## config.mk

```make
export PLATFORM = sky130hd
export DESIGN_NAME = csr_unit
export DESIGN_NICKNAME = d
export VERILOG_FILES = /design/src/rtl/csr_unit.sv
export SDC_FILE = /design/constraint.sdc
export NUM_CORES = 1
export LEC_CHECK = 0
export CAP_MARGIN = 20
export CORE_MARGIN = 5
export CORE_UTILIZATION = 47
export DETAILED_ROUTE_END_ITERATION = 16
export GPL_ROUTABILITY_DRIVEN = 0
export PLACE_DENSITY = 0.77
export SLEW_MARGIN = 25
export SYNTH_ARGS = -nofsm -noshare
export SYNTH_HDL_FRONTEND = slang
export SYNTH_SLANG_ARGS = --single-unit
export TNS_END_PERCENT = 10
```

## constraint.sdc

```tcl
create_clock -name clk_i -period 5.3 [get_ports clk_i]
set_input_delay 0.795 -clock clk_i [delete_from_list [all_inputs] [get_ports clk_i]]
set_output_delay 0.795 -clock clk_i [all_outputs]
set_load 0.1 [all_outputs]
```

## src/rtl/csr_unit.sv

```systemverilog
// Machine-mode CSR file and trap controller for the RV32IM EX stage.
// Optional mcycle/minstret counters are built when CSR_COUNTER_EN is defined.
module csr_unit #(
  parameter logic [31:0] RESET_MTVEC = 32'h0000_0000,
  parameter logic [31:0] HART_ID     = 32'h0
) (
  input  logic        clk_i,
  input  logic        rst_i,
  input  logic        valid_i,
  input  logic [31:0] pc_i,
  input  logic [31:0] instr_i,
  input  logic        instr_illegal_i,
  input  logic [11:0] csr_addr_i,
  input  logic        csr_read_i,
  input  logic        csr_write_i,
  input  logic        csr_op_inv_i,
  input  logic        csr_no_cal_i,
  input  logic        csr_zimm_en_i,
  input  logic [31:0] csr_zimm_i,
  input  logic [31:0] rs1_data_i,
  input  logic [4:0]  src_field_i,
  input  logic        mret_i,
  input  logic        retire_i,
  input  logic        ext_irq_i,
  input  logic        tmr_irq_i,
  output logic [31:0] csr_rdata_o,
  output logic        trap_o,
  output logic        mret_o,
  output logic [31:0] redirect_pc_o,
  output logic        csr_illegal_o
);

  localparam logic [31:0] MISA_VAL = 32'h4000_1100;

  logic        mst_mie_q, mst_mie_d, mst_mpie_q, mst_mpie_d;
  logic        meie_q, meie_d, mtie_q, mtie_d;
  logic [31:0] mtvec_q, mtvec_d, mscratch_q, mscratch_d;
  logic [31:0] mepc_q, mepc_d, mcause_q, mcause_d, mtval_q, mtval_d;
  logic        ext_q, tmr_q;

  logic [31:0] old_val, operand, new_val, cause, trap_pc;
  logic        addr_ok, eff_write, csr_illegal, exc, irq_take, trap, mret_take, do_write;
  logic        ext_pend, tmr_pend;

`ifdef CSR_COUNTER_EN
  logic [63:0] mcycle_q, mcycle_d, minstret_q, minstret_d;
  logic [31:0] cyc_lo, ins_lo;
  logic        cyc_c, ins_c;
  logic        unused_ok;
  assign unused_ok = ^pc_i[1:0];
`else
  logic        unused_ok;
  assign unused_ok = ^{pc_i[1:0], retire_i};
`endif

  // NOTE: every output of a combinational block gets a default before the
  // case/if tree, so no path leaves a value held and no latch is inferred.
  always_comb begin
    old_val = 32'h0;
    addr_ok = 1'b1;
    case (csr_addr_i)
      12'h300: old_val = {19'b0, 2'b11, 3'b0, mst_mpie_q, 3'b0, mst_mie_q, 3'b0};
      12'h301: old_val = MISA_VAL;
      12'h304: old_val = {20'b0, meie_q, 3'b0, mtie_q, 7'b0};
      12'h305: old_val = mtvec_q;
      12'h340: old_val = mscratch_q;
      12'h341: old_val = mepc_q;
      12'h342: old_val = mcause_q;
      12'h343: old_val = mtval_q;
      12'h344: old_val = {20'b0, ext_q, 3'b0, tmr_q, 7'b0};
      12'hF14: old_val = HART_ID;
`ifdef CSR_COUNTER_EN
      12'hB00: old_val = mcycle_q[31:0];
      12'hB80: old_val = mcycle_q[63:32];
      12'hB02: old_val = minstret_q[31:0];
      12'hB82: old_val = minstret_q[63:32];
`endif
      default: addr_ok = 1'b0;
    endcase
  end

  // Event arbitration: exception > interrupt > mret > CSR write.
  always_comb begin
    operand     = csr_zimm_en_i ? csr_zimm_i : rs1_data_i;
    new_val     = csr_no_cal_i ? operand :
                  csr_op_inv_i ? (old_val & ~operand) : (old_val | operand);
    eff_write   = valid_i & csr_write_i & (csr_no_cal_i | (src_field_i != 5'd0));
    csr_illegal = valid_i & csr_read_i &
                  (~addr_ok | ((csr_addr_i[11:10] == 2'b11) & eff_write));
    ext_pend    = ext_q & meie_q;
    tmr_pend    = tmr_q & mtie_q;
    exc         = valid_i & (instr_illegal_i | csr_illegal);
    irq_take    = valid_i & ~exc & mst_mie_q & (ext_pend | tmr_pend);
    trap        = exc | irq_take;
    mret_take   = valid_i & mret_i & ~trap;
    do_write    = eff_write & ~trap & ~mret_take;
    cause       = exc ? 32'd2 : (ext_pend ? 32'h8000_000B : 32'h8000_0007);
    trap_pc     = {mtvec_q[31:2], 2'b00} +
                  ((irq_take & mtvec_q[0]) ? {26'd0, cause[3:0], 2'b00} : 32'd0);
  end

  assign csr_rdata_o   = old_val;
  assign trap_o        = ~rst_i & trap;
  assign mret_o        = ~rst_i & mret_take;
  assign csr_illegal_o = ~rst_i & csr_illegal;
  assign redirect_pc_o = rst_i     ? 32'd0 :
                         trap      ? trap_pc :
                         mret_take ? {mepc_q[31:2], 2'b00} : 32'd0;

  always_comb begin
    mst_mie_d  = mst_mie_q;
    mst_mpie_d = mst_mpie_q;
    meie_d     = meie_q;
    mtie_d     = mtie_q;
    mtvec_d    = mtvec_q;
    mscratch_d = mscratch_q;
    mepc_d     = mepc_q;
    mcause_d   = mcause_q;
    mtval_d    = mtval_q;
    if (trap) begin
      mepc_d     = {pc_i[31:2], 2'b00};
      mst_mpie_d = mst_mie_q;
      mst_mie_d  = 1'b0;
      mcause_d   = cause;
      mtval_d    = exc ? instr_i : 32'd0;
    end else if (mret_take) begin
      mst_mie_d  = mst_mpie_q;
      mst_mpie_d = 1'b1;
    end else if (do_write) begin
      case (csr_addr_i)
        12'h300: begin
          mst_mie_d  = new_val[3];
          mst_mpie_d = new_val[7];
        end
        12'h304: begin
          meie_d = new_val[11];
          mtie_d = new_val[7];
        end
        12'h305: mtvec_d    = {new_val[31:2], 1'b0, new_val[0]};
        12'h340: mscratch_d = new_val;
        12'h341: mepc_d     = {new_val[31:2], 2'b00};
        12'h342: mcause_d   = new_val;
        12'h343: mtval_d    = new_val;
        default: ;
      endcase
    end
  end

  // NOTE: state registers use non-blocking assignments so every flop samples
  // the pre-edge values of its neighbours.
  always_ff @(posedge clk_i) begin
    if (rst_i) begin
      mst_mie_q  <= 1'b0;
      mst_mpie_q <= 1'b0;
      meie_q     <= 1'b0;
      mtie_q     <= 1'b0;
      mtvec_q    <= RESET_MTVEC & ~32'h2;
      mscratch_q <= 32'd0;
      mepc_q     <= 32'd0;
      mcause_q   <= 32'd0;
      mtval_q    <= 32'd0;
      ext_q      <= 1'b0;
      tmr_q      <= 1'b0;
    end else begin
      mst_mie_q  <= mst_mie_d;
      mst_mpie_q <= mst_mpie_d;
      meie_q     <= meie_d;
      mtie_q     <= mtie_d;
      mtvec_q    <= mtvec_d;
      mscratch_q <= mscratch_d;
      mepc_q     <= mepc_d;
      mcause_q   <= mcause_d;
      mtval_q    <= mtval_d;
      ext_q      <= ext_irq_i;
      tmr_q      <= tmr_irq_i;
    end
  end

`ifdef CSR_COUNTER_EN
  // A software write to one half replaces its increment; the other half keeps the carry.
  always_comb begin
    {cyc_c, cyc_lo} = {1'b0, mcycle_q[31:0]} + 33'd1;
    {ins_c, ins_lo} = {1'b0, minstret_q[31:0]} + {32'd0, retire_i};
    mcycle_d   = {mcycle_q[63:32] + {31'd0, cyc_c}, cyc_lo};
    minstret_d = {minstret_q[63:32] + {31'd0, ins_c}, ins_lo};
    if (do_write) begin
      case (csr_addr_i)
        12'hB00: mcycle_d[31:0]    = new_val;
        12'hB80: mcycle_d[63:32]   = new_val;
        12'hB02: minstret_d[31:0]  = new_val;
        12'hB82: minstret_d[63:32] = new_val;
        default: ;
      endcase
    end
  end

  always_ff @(posedge clk_i) begin
    if (rst_i) begin
      mcycle_q   <= 64'd0;
      minstret_q <= 64'd0;
    end else begin
      mcycle_q   <= mcycle_d;
      minstret_q <= minstret_d;
    end
  end
`endif

endmodule

```

; After elaboration in Yosys (flattened, before gate mapping)
; Index checks and enable logic that the tools add are counted.
[totals]
input_bits = 158
register_bits = 163
output_inout_bits = 67
wordCells = 106
[classes]
add_sub_neg = 1
n_eq_ne = 12
reduce_logical = 19
bitwise_logic = 32
mux = 31
[op_table]
columns = cell, n
row1 = 32-bit two-way mux, 20
row2 = 32-bit case mux with 9 select lines, 1
row3 = "12-bit by 10-bit equality test with 1-bit output, second input constant", 9
row4 = 32-bit by 6-bit adder with 32-bit output, 1
row5 = 32-bit AND, 1
row6 = 32-bit NOT, 1
row7 = 32-bit bitwise OR, 1
row8 = 1-bit AND, 19
row9 = "12-bit equality test, second input constant", 1
row10 = 4-bit AND reduction, 3
row11 = 2-bit nonzero test, 6
row12 = 10-bit OR reduction, 1
row13 = 3-bit AND reduction, 3
row14 = 1-bit two-way mux, 8
row15 = 6-bit two-way mux, 1
row16 = 3-bit nonzero test, 2
row17 = 1-bit NOT, 5
row18 = 1-bit bitwise OR, 5
row19 = 5-bit nonzero test, 1
row20 = 4-bit two-way mux, 1
row21 = 2-bit AND reduction, 2
row22 = "2-bit equality test, second input constant", 1
row23 = "2-bit != test, second input constant", 1
row24 = 2-bit OR reduction, 1

; Logic depth before layout (Yosys ltp)
[logic_depth]
depth_word = 20
ltp_mapped = 16
mapped_depth_nobuf = 15

; Worst setup path after synthesis
; Ideal clock, no wire load.
[synth_path]
path_type = input -> output
startpoint = in csr_addr_i[4]
endpoint = out redirect_pc_o[29]
n_path_buf = 2
t_arrival_ns = 6.237
required_time_ns = 4.505
slack_ns = -1.732
path_stages = 15
cell_sequence = or3_1 clkbuf_1 a21o_1 a211o_1 a211oi_1 nand2_1 a21oi_1 ha_1 o21ai_0 o21a_1 or4_1 clkbuf_1 nor3_1 xnor2_1 a211oi_1
[synth_via]
elab_chain_len = 18
elab_cells_between_ends = 31
classes_between = add/sub (1) / eq/ne (10) / mux (6) / bitwise (13) / reduce/logical (1)
[synth_rtl]
columns = item, line_no
row1 = from (decl), 13  ; input logic [11:0] csr_addr_i,
row2 = 12-bit by 10-bit equality test with 1-bit output or 12-bit equality test (tied branches), 61  ; case (csr_addr_i)
row3 = 10-bit OR reduction (no line) (*), -
row4 = 1-bit two-way mux (*), 61
row5 = 1-bit NOT (*), 89  ; (~addr_ok | ((csr_addr_i[11:10] == 2'b11) & eff_write));
row6 = 1-bit bitwise OR (*), 89
row7 = 1-bit AND (*), 88  ; csr_illegal = valid_i & csr_read_i &
row8 = 1-bit bitwise OR (*), 92  ; exc = valid_i & (instr_illegal_i | csr_illegal);
row9 = 1-bit AND (*), 92
row10 = "parallel branches: the longest is 8 deep, another holds 32-bit by 6-bit adder with 32-bit output", -
row11 = 32-bit two-way mux (*), 107  ; trap ? trap_pc :
row12 = 32-bit two-way mux (*), 106  ; assign redirect_pc_o = rst_i ? 32'd0 :
row13 = to (decl), 29  ; output logic [31:0] redirect_pc_o,
; Every way passes the cells marked *.

; Final worst setup path
[layout_path]
startpoint = in csr_addr_i[2]
endpoint = out redirect_pc_o[28]
; The elaborated chain is that of the path after synthesis.

==> flow_summary_export.csv <==
group,metric,value,unit
outcome,status,"completed",
layout,syn2layout_area_growth,38.4,%
power,leakage,5.45,nW
timing,timing.final.crit_share,0.981,
clock_network,cts_hold_buffers,0,
layout,drive_gt1_frac,0.189,
min_path,hold_end,"mcause_q[23]$_SDFFE_PP0P_",
detailed_routing,totalWireLength,44600,um
timing,tightest_slew,1120,ps
critical_path,regToRegStartpoint,"ext_q$_SDFF_PP0_",
placement,dp_hpwl,29600,um
layout,nets,1727,
critical_path,reg2reg_slack,2030,ps
logic_synthesis,ys_seq_area_frac,0.301,
critical_path,critPathKind,"input port to output pin",
min_path,hold_depth,2,
timing,relSlewSlack,0.254,
clock_network,cts.clk_slew.worst_paths,70,ps
timing,fmax,192,MHz
min_path,hold_class,"register to register",
timing,setup_viol,0,
detailed_routing,ant_nets,0,
grt,top_usage_layer,"met2",
detailed_routing,avgViaCountPerCell,6.63,
timing,rsz0062_at_grt,"yes",
detailed_routing,wl_per_cell,24.0,um
power,p_per_area,206,mW/mm2
timing,fin_crit,5200,ps
critical_path,cp.arrival,4400,ps
timing,drv_slew,0,
floorplan,initial_core_util,0.478,
layout,fin_cells,1862,
floorplan,rows,55,
clock_network,cts_root_buffer,"clkbuf_16",
clock_network,htreeDepth,4,
logic_synthesis,synth_enable_flop_cells,0,
layout,final_common_cell,"nor2_1",
timing,finClkSkew,8.50,ps
detailed_routing,dr.pass1.iters,6,
placement,io_buffers,219,
detailed_routing,dr_total_vias,12300,
power,p_total,3.09,mW
timing,fin_tns_setup,0,ps
clock_network,insertion_delay,440,ps
critical_path,reg2regPathDepth,8,
grt,grt_overflow,0,
grt,grt_max_degree,61,
clock_network,cts_sinks,163,
detailed_routing,drt_iter0_markers,1919,
logic_synthesis,ys_warn_count,0,
grt,track_usage,0.327,
placement,place_area,0.0142,mm2
grt,grt_pass1_wl,67700,um
floorplan,fp.dieW,162,um
placement,dp_cells,1813,
logic_synthesis,ys.flop_type,"dfxtp_1",
critical_path,critical_path.max_fanout,5,
grt,met3_usage,0.0929,
grt,use_met2,0.511,
layout,final_cell_mix,"nor2_1 (185), dfxtp_1 (163), clkdlybuf4s50_1 (141)",
clock_network,cts_buffers,17,
logic_synthesis,synth.distinct_cells,84,
logic_synthesis,avgSynthCellArea,8.01,um2
layout,diodes,0,
clock_network,cts_tree,"done",
critical_path,critPathRequiredTime,4510,ps
floorplan,coreArea,0.0227,mm2
clock_network,cts_buffer_depth,2,
logic_synthesis,synth-seq-cells,163,
floorplan,die_area,0.0262,mm2
critical_path,start_kind,"input port",
layout,design_area,0.0150,mm2
min_path,hold_start,"mcause_q[23]$_SDFFE_PP0P_",
timing,timing.final.hold_violations,0,
critical_path,critPathCaptureType,"output pin",
logic_synthesis,syn_area,0.0109,mm2
grt,grt_pass1_vias,12100,
grt,met1_usage,0.410,
logic_synthesis,async_flop_share,0,
floorplan,die_h,162,um
power,irDropWorstVdd,0.000216,V
grt,antenna_found_initial,0,
floorplan,pin_count,225,
detailed_routing,drc_errors,0,
run,drv_cap,0,
critical_path,r2r_end,"mepc_q[6]$_SDFFE_PP0P_",
logic_synthesis,netlist_instances,1354,
## state kept, by name (all words and copies together), names as in the netlist
name and flops:
mcause_q 32, mscratch_q 32, mtval_q 32, mtvec_q 31
mepc_q 30, ext_q 1, meie_q 1, mst_mie_q 1
mst_mpie_q 1, mtie_q 1, tmr_q 1
## critical path, cell delays in order
cell	delay [ps]
clkdlybuf4s15_1	230
or3b_4	400
a21o_1	200
a211o_1	290
a211oi_2	290
nand2_2	150
inv_2	90
ha_4	120
inv_1	40
fa_2	370
nor2b_4	150
o21ai_4	100
a2111oi_2	300
buf_4	210
nand3_1	90
xnor2_1	140
a22o_2	250
buf_12	170
## logic make-up (layout without fill, tap and decap cells)
family	after synthesis	in the layout	share of synthesized area
buffers and inverters	137	359	0.0575
XOR/XNOR	28	28	0.0226
adder cells (fa/ha/maj)	5	5	0.00646
AND/OR/NAND/NOR	535	535	0.234
other	1	2	0.000346
AO/OA/AOI/OAI	339	339	0.242
flip-flops	163	163	0.301
multiplexers	146	146	0.137
## metrics by stage
step            util  hold WS, ps  setup slack, ps
6_report       0.661          451              102
5_1_grt        0.661          471            -61.7
4_1_cts        0.659          454             1.59
3_5_place_dp   0.625          445             -456
3_3_place_gp   0.625          436             -449
2_1_floorplan      -          429             -180
## how the worst max path moves through the flow
| stage | end | start |
|---|---|---|
| 4_1_cts | redirect_pc_o[18] | csr_addr_i[2] |
| 3_5_place_dp | redirect_pc_o[22] | csr_addr_i[3] |
| 6_report | redirect_pc_o[28] | csr_addr_i[2] |
| 2_1_floorplan | redirect_pc_o[26] | csr_addr_i[2] |
| 5_1_grt | redirect_pc_o[15] | csr_addr_i[6] |
| 3_3_place_gp | redirect_pc_o[18] | csr_addr_i[3] |
## per-layer routing
metal / wire [um] / up-vias
met2: 19800 / 971
met3: 6160 / 225
met1: 16300 / 5688
met5: 0 / -
met4: 2470 / 0
li1: - / 5457
## repair_timing
action	in CTS	in global routing
pin swaps	15	21
resized for setup	36	17
setup buffers	14	3
endpoints found under the setup margin	23	30
## cell type report
cell class | instances | area (um2)
clock inverter | 14 | 144
clock buffer | 18 | 429
sequential | 163 | 3260
multi-input combinational | 1055 | 7210
fill | 1820 | 7690
tap | 285 | 357
inverter | 12 | 45.0
timing repair buffer | 315 | 3570
## report_power, final
group	switching, mW	internal [mW]
clock	0.572	0.662
combinational	0.323	0.240
sequential	0.0276	1.26
## synth_stat cells (16+ instances only)
master    instances  area (um2)
nor2_1          189         709
dfxtp_1         163        3260
nand2_1         128         480
mux2i_1         125        1250
clkbuf_1         80         300
nor3_1           65         325
a21oi_1          60         300
a221oi_1         40         350
o21ai_0          39         195
a211oi_1         38         285
nand3_1          27         135
nor4_1           27         169
a22o_1           26         228
buf_2            24         120
mux2_2           21         236
o221ai_1         21         184
and3_1           20         125
nand2b_1         16         100
Power figures use the tool's default switching activity.
